===== config.mk =====
export PLATFORM = sky130hd
export DESIGN_NAME = instr_encoder
export DESIGN_NICKNAME = d
export VERILOG_FILES = /design/src/rtl/instr_encoder.sv
export SDC_FILE = /design/constraint.sdc
export NUM_CORES = 1
export LEC_CHECK = 0
export CORE_MARGIN = 2
export CORE_UTILIZATION = 46
export CTS_BUF_LIST = sky130_fd_sc_hd__clkbuf_8
export DETAILED_ROUTE_END_ITERATION = 6
export PLACE_DENSITY = 0.94
export SETUP_SLACK_MARGIN = 0.1
export SYNTH_ARGS = -nofsm -noshare
export SYNTH_HDL_FRONTEND = slang
export SYNTH_SLANG_ARGS = --single-unit
export TNS_END_PERCENT = 50

===== constraint.sdc =====
create_clock -name clk -period 2.95 [get_ports clk]
set_clock_uncertainty 0.1 [all_clocks]
set_input_delay 0.295 -clock clk [delete_from_list [all_inputs] [get_ports clk]]
set_output_delay 0.295 -clock clk [all_outputs]
set_load 0.1 [all_outputs]

===== src/rtl/instr_encoder.sv =====
// ============================================================================
// Module  : instr_encoder
// Brief   : Encodes MIPS R/I-class fields into words and writes them to memory.
// Revision: 1.0
// ============================================================================
`default_nettype none

module instr_encoder (
    input  logic        clk,
    input  logic        rst_n,
    input  logic        in_valid,
    output logic        in_ready,
    input  logic [3:0]  op_sel,
    input  logic [4:0]  rs,
    input  logic [4:0]  rt,
    input  logic [4:0]  rd,
    input  logic [4:0]  shamt,
    input  logic [5:0]  funct,
    input  logic [15:0] imm,
    input  logic        base_load,
    input  logic [31:0] base_addr,
    output logic        mem_req,
    output logic [31:0] mem_addr,
    output logic [31:0] mem_wdata,
    input  logic        mem_gnt,
    output logic [15:0] wr_count,
    output logic        err
);

    typedef enum logic [0:0] {
        IDLE  = 1'b0,
        WRITE = 1'b1
    } state_t;

    state_t      state_q,     state_d;
    logic [31:0] mem_addr_q,  mem_addr_d;
    logic [31:0] mem_wdata_q, mem_wdata_d;
    logic [15:0] wr_count_q,  wr_count_d;
    logic        err_q,       err_d;

    logic [5:0]  opcode;
    logic        supported;
    logic [31:0] enc_word;
    logic        accept;

    always_comb begin
        opcode    = 6'b000000;
        supported = 1'b1;
        case (op_sel)
            4'd0:    opcode = 6'b000000;
            4'd1:    opcode = 6'b100011;
            4'd2:    opcode = 6'b101011;
            4'd3:    opcode = 6'b000100;
            4'd4:    opcode = 6'b001000;
            4'd5:    opcode = 6'b001100;
            4'd6:    opcode = 6'b001101;
            4'd7:    opcode = 6'b001010;
            default: supported = 1'b0;
        endcase
        if (op_sel == 4'd0) begin
            enc_word = {6'b000000, rs, rt, rd, shamt, funct};
        end else begin
            enc_word = {opcode, rs, rt, imm};
        end
    end

    // Ready depends only on state, reset and base_load, never on in_valid.
    assign in_ready = rst_n & (state_q == IDLE) & ~base_load;
    assign accept   = in_valid & in_ready;

    always_comb begin
        state_d     = state_q;
        mem_addr_d  = mem_addr_q;
        mem_wdata_d = mem_wdata_q;
        wr_count_d  = wr_count_q;
        err_d       = err_q;
        case (state_q)
            IDLE: begin
                if (base_load) begin
                    mem_addr_d = {base_addr[31:2], 2'b00};
                end else if (accept) begin
                    if (supported) begin
                        mem_wdata_d = enc_word;
                        state_d     = WRITE;
                    end else begin
                        err_d = 1'b1;
                    end
                end
            end
            WRITE: begin
                if (mem_gnt) begin
                    state_d    = IDLE;
                    mem_addr_d = mem_addr_q + 32'd4;
                    if (wr_count_q != 16'hFFFF) begin
                        wr_count_d = wr_count_q + 16'd1;
                    end
                end
            end
            default: state_d = IDLE;
        endcase
    end

    always_ff @(posedge clk) begin
        if (!rst_n) begin
            state_q     <= IDLE;
            mem_addr_q  <= 32'd0;
            mem_wdata_q <= 32'd0;
            wr_count_q  <= 16'd0;
            err_q       <= 1'b0;
        end else begin
            state_q     <= state_d;
            mem_addr_q  <= mem_addr_d;
            mem_wdata_q <= mem_wdata_d;
            wr_count_q  <= wr_count_d;
            err_q       <= err_d;
        end
    end

    assign mem_req   = (state_q == WRITE);
    assign mem_addr  = mem_addr_q;
    assign mem_wdata = mem_wdata_q;
    assign wr_count  = wr_count_q;
    assign err       = err_q;

endmodule

`default_nettype wire


==> results of run 1 <==
worst max-delay path: stages, from the launching register on:
cell     delay (ns)
dfxtp_1        0.40
ha_1           0.26
inv_1          0.08
nor4_1         0.82
buf_4          0.29
a21oi_1        0.13
mux2i_1        0.22
power breakdown:
group / internal (mW) / leakage (nW) / switching [mW] / total, mW
clock: 0.411 / 0.107 / 0.458 / 0.868
combinational: 0.221 / 1.49 / 0.462 / 0.683
sequential: 1.11 / 0.644 / 0.0584 / 1.16
layout make-up:
type / instances / area [um^2]
Multi-Input combinational cell: 409 / 2550
Clock inverter: 7 / 85.1
Timing Repair Buffer: 178 / 1560
Clock buffer: 9 / 124
Inverter: 10 / 37.5
Sequential cell: 79 / 1580
Tap cell: 129 / 161
Fill cell: 760 / 3140
state kept, by name, summed over array words and instances, names as in the netlist:
signal and count:
mem_addr 30, mem_wdata 31, wr_count 16, err 1
mem_req 1
worst paths after layout:
| path | cells after the start | end | startpoint |
|---|---|---|---|
| worst min-delay path | 2 | mem_wdata[25]$_SDFFE_PN0P_ | mem_wdata[25]$_SDFFE_PN0P_ |
| worst max register to register | 6 | wr_count[1]$_SDFFE_PN0P_ | wr_count[0]$_SDFFE_PN0P_ |
| worst max-delay path | 6 | wr_count[1]$_SDFFE_PN0P_ | wr_count[0]$_SDFFE_PN0P_ |
| worst min register to register | 2 | mem_wdata[25]$_SDFFE_PN0P_ | mem_wdata[25]$_SDFFE_PN0P_ |
logic make-up after synthesis:
group / Yosys count / synth area share
simple gates: 232 / 0.283
compound gates: 141 / 0.216
flops: 79 / 0.363
buf+inv: 52 / 0.0605
mux: 29 / 0.0666
fa+ha+maj: 2 / 0.00574
xor+xnor: 2 / 0.00402
other cells: 1 / 0.000860
layer usage:
| layer | share of wire | routed length (um) | global-route usage | up-vias |
|---|---|---|---|---|
| li1 | - | - | - | 2317 |
| met1 | 0.38 | 5340 | 0.323 | 2254 |
| met2 | 0.48 | 6730 | 0.461 | 290 |
| met3 | 0.11 | 1540 | 0.0849 | 37 |
| met4 | 0.025 | 346 | 0.0946 | 0 |
| met5 | 0 | 0 | 0 | - |
synth_stat cells (all sizes together), types with 3 or more instances:
cell	count
a211oi	23
a21oi	46
a31oi	14
and2	5
and3	12
and4	8
buf	17
clkbuf	24
dfxtp	79
inv	10
mux2i	29
nand2	71
nand2b	9
nand3	21
nand4	15
nor2	31
nor2b	7
nor3	16
nor4	7
o211ai	5
o21ai	13
o311a	3
o311ai	8
o31a	3
o31ai	4
or3	11
or4	13
per-stage QoR:
stage           util  std cells  instance area (um^2)  hold slack (ns)
2_1_floorplan      -        540                  4380            0.331
3_3_place_gp   0.637        805                  5890            0.343
3_5_place_dp   0.637        805                  5890            0.350
4_1_cts        0.660        821                  6100            0.367
5_1_grt        0.660        821                  6100            0.392
6_report       0.660        821                  6100            0.367
==> qor.yml, run 1 <==
status: "complete, no violations"
coreArea_um2: 9240
grt_setup_unrepaired: "false"
slew_headroom: 0.360
wire_per_inst_um: 17.0
syn_avg_cell_area_um2: 8.11
endpoint_kind: "flip-flop"
critPathRequiredTime_ns: 3.13
viasPerCell: 5.97
synth-seq-area-share: 0.363
cts_sinks: 79
path_clk_slew_ns: 0.09
antennaDiodeCount: 0
critPathLaunchType: "flip-flop"
clk_latency_ns: 0.36
htree_levels: 3
die-height_um: 101
synthesis.instances: 538
hold_class: "flip-flop to flip-flop"
ys.flop_type: "dfxtp_1"
fin_tns_setup_ns: 0
initial_core_util: 0.472
critPathArrivalTime_ns: 2.55
die-area_um2: 10300
cts_setup_buffers: 0
drtAntennaViolNets: 0
ctsHoldBuffers: 0
drt_iter0_markers: 455
std_cell_rows: 35
total_power_mw: 2.72
wl_um: 14000
async_flop_share: 0
die_x_um: 101
cts_inserted_buffers: 9
synthDominantCellAreaShare: 0.363
place_congestion: 0.926
drc: 0
netlist_top_cells_area: "dfxtp_1 (36%), mux2i_1 (6.7%), nand2_1 (6.1%)"
layout_common_cells: "buf_4 (96), clkdlybuf4s50_1 (80), dfxtp_1 (79)"
syn_area_um2: 4360
synth-edff-count: 0
min_period_ns: 2.37
synth_top_area_cell: "dfxtp_1"
ios: 166
ys_warn_count: 0
syn_to_final_growth_pct: 39.8
vias: 4898
cts_buffer_depth: 2
grt_pass1_vias: 4741
fin_nets: 772
setup.worst_path.class: "flip-flop to flip-flop"
cts_tree: "done"
port_buffers: 160
grt_max_degree: 47
drv_cap: 0
clock.fmax_ghz: 0.421
dp_slack_ns: 0.619
final_common_cell: "buf_4"
peakVddDrop_mv: 0.284
grt_first_pass_wirelength_um: 22500
period_share: 0.804
grt_overflow_total: 0
dr.pass1.iters: 5
p_per_area_nw_per_um2: 445
p_leak_nw: 2.24
grt_usage: 0.271
drive_above_1_share: 0.188
finalHoldViolations: 0
worst_pin_slew_ns: 0.952
root_buffer: "clkbuf_8"
antenna_found_initial: 0
dp_hpwl_um: 10400
yosys.cell_types.count: 63
worst-path-max-fanout: 8
setup_viol: 0
synth-seq-cells: 79
post_cts_resize_count: 0
regToRegSetupSlack_ns: 0.58
final_max_slew_viol_count: 0
timing.final.ws_setup_ns: 0.577
Power figures use the tool's default switching activity.
==> inputs of run 2 (changes only) <==
clock period = 2.4 ns   (was 2.95 ns; I/O delays follow)
==> run 2 against run 1 <==
Net effect: final cell count increased by 0.73%; clock-buffer cell count grew 1; sequential power up 23%; global-route usage grew 0.64 points; first-iteration DRC count shrank 20%; sequential cell count did not move; highest routed layer unchanged.
==> qor.yml, run 2 (synthesized netlist as in run 1, its figures left out) <==
coreArea_um2: 9240  # unchanged
critPathArrivalTime_ns: 2.42  # -0.13 ns
drtAntennaViolNets: 0  # unchanged
antennaDiodeCount: 0  # unchanged
grt_usage: 0.277  # +0.00637
final_common_cell: "buf_4"
worst_pin_slew_ns: 0.684  # -0.267 ns
die-height_um: 101  # unchanged
initial_core_util: 0.472  # unchanged
min_period_ns: 2.26  # -0.111 ns
worst-path-max-fanout: 8  # unchanged
n_fill_cell: 727  # -4.3%
status: "complete, no violations"
slew_headroom: 0.543  # +0.183
ios: 166  # unchanged
syn_to_final_growth_pct: 42.7
cts_setup_buffers: 0  # unchanged
setup_viol: 0  # unchanged
cts_buffer_depth: 2  # unchanged
final_max_slew_viol_count: 0  # unchanged
clk_latency_ns: 0.34  # -0.02 ns
drt_iter0_markers: 362  # -20%
setup.worst_path.class: "flip-flop to flip-flop"
dp_hpwl_um: 10600  # +2.0%
peakVddDrop_mv: 0.388  # +37%
antenna_found_initial: 0  # unchanged
place_congestion: 0.942  # +1.7%
die_x_um: 101  # unchanged
drive_above_1_share: 0.249  # +0.0614
grt_pass1_vias: 4867  # +2.7%
wire_per_inst_um: 17.2  # +1.3%
endpoint_kind: "flip-flop"
finish.utilization: 0.674  # +0.0135
path_clk_slew_ns: 0.08  # about the same
finalHoldViolations: 0  # unchanged
viasPerCell: 6.02  # +0.90%
port_buffers: 160  # unchanged
std_cell_rows: 35  # unchanged
hold_class: "primary input to flip-flop"
root_buffer: "clkbuf_8"
htree_levels: 3  # unchanged
drv_cap: 0  # unchanged
clock.fmax_ghz: 0.442  # +4.9%
p_leak_nw: 2.30  # +2.7%
vias: 4978  # +1.6%
grt_overflow_total: 0  # unchanged
cts_sinks: 79  # unchanged
grt_setup_unrepaired: "true"
cts_tree: "done"
layout_common_cells: "buf_4 (100), clkdlybuf4s50_1 (80), nand2_1 (71)"
period_share: 0.942  # +0.138
fin_nets: 778  # +0.78%
cts_inserted_buffers: 9  # unchanged
grt_max_degree: 47  # unchanged
wl_um: 14200  # +2.1%
largest_reg_flops: 31  # unchanged
dr.pass1.iters: 5  # unchanged
critPathLaunchType: "flip-flop"
p_per_area_nw_per_um2: 526  # +18%
critPathRequiredTime_ns: 2.55  # -0.58 ns
fin_tns_setup_ns: 0  # unchanged
grt_first_pass_wirelength_um: 23100  # +2.5%
die-area_um2: 10300  # unchanged
drc: 0  # unchanged
run 2: cell count changes in the layout (fill, tap and decap cells not counted), moves of 3 or more:
cell,before,now
dfxtp_2,0,31
inv_6,4,0
buf_4,96,100
clkinv_2,0,3
dfxtp_1,79,40
dfxtp_4,0,8
run 2: final timing paths:
path	startpoint	slack (ns)	depth (start not counted)	to
worst max-delay path	mem_addr[2]$_SDFFE_PN0P_	0.14	5	mem_addr[20]$_SDFFE_PN0P_
worst min-delay path	rt[1]	0.34	3	mem_wdata[17]$_SDFFE_PN0P_
worst max register to register	mem_addr[2]$_SDFFE_PN0P_	0.14	5	mem_addr[20]$_SDFFE_PN0P_
worst min register to register	mem_wdata[19]$_SDFFE_PN0P_	0.36	2	mem_wdata[19]$_SDFFE_PN0P_
run 2: repair_timing:
item	4_1_cts	5_1_grt
resized for setup	0	1
hold buffers	0	0
setup endpoints to repair	0	3
run 2: area by class of cell:
cell class                      instances  area [um^2]  area share
Clock buffer                           10          138      0.0221
Clock inverter                          6         52.6     0.00844
Inverter                               10         37.5     0.00603
Multi-Input combinational cell        409         2550       0.410
Sequential cell                        79         1650       0.265
Tap cell                              129          161      0.0259
Timing Repair Buffer                  184         1630       0.262
run 2: per-stage QoR:
| stage | cells | area [um^2] | hold WS (ns) | total power, mW | worst slack (ns) |
|---|---|---|---|---|---|
| 3_3_place_gp | 811 | 6030 | 0.342 | 2.29 | 0.190 |
| 4_1_cts | 827 | 6220 | 0.335 | 3.28 | 0.214 |
| 6_report | 827 | 6220 | 0.342 | 3.27 | 0.139 |
| 2_1_floorplan | 540 | 4450 | 0.276 | 2.02 | 0.112 |
| 3_5_place_dp | 811 | 6030 | 0.349 | 2.31 | 0.167 |
| 5_1_grt | 827 | 6220 | 0.345 | 3.38 | 0.0526 |
run 2: power breakdown:
group | internal, mW | switching (mW) | leakage, nW
Combinational | 0.280 | 0.575 | 1.53
Sequential | 1.36 | 0.0709 | 0.663
Clock | 0.497 | 0.489 | 0.108
Total | 2.14 | 1.14 | 2.30
run 2: metal layers:
metal / up-vias / wire length [um] / global-route usage
met5: - / 0 / 0
met4: 0 / 310 / 0.102
met3: 38 / 1420 / 0.0628
met2: 287 / 6970 / 0.466
met1: 2334 / 5540 / 0.348
li1: 2319 / - / -
run 2: critical path, cell delays in order, from the launching register on:
cell      delay, ns
dfxtp_4        0.39
ha_1           0.21
and4_1         0.38
nand2_1        0.27
or4_2          0.71
o211ai_1       0.11
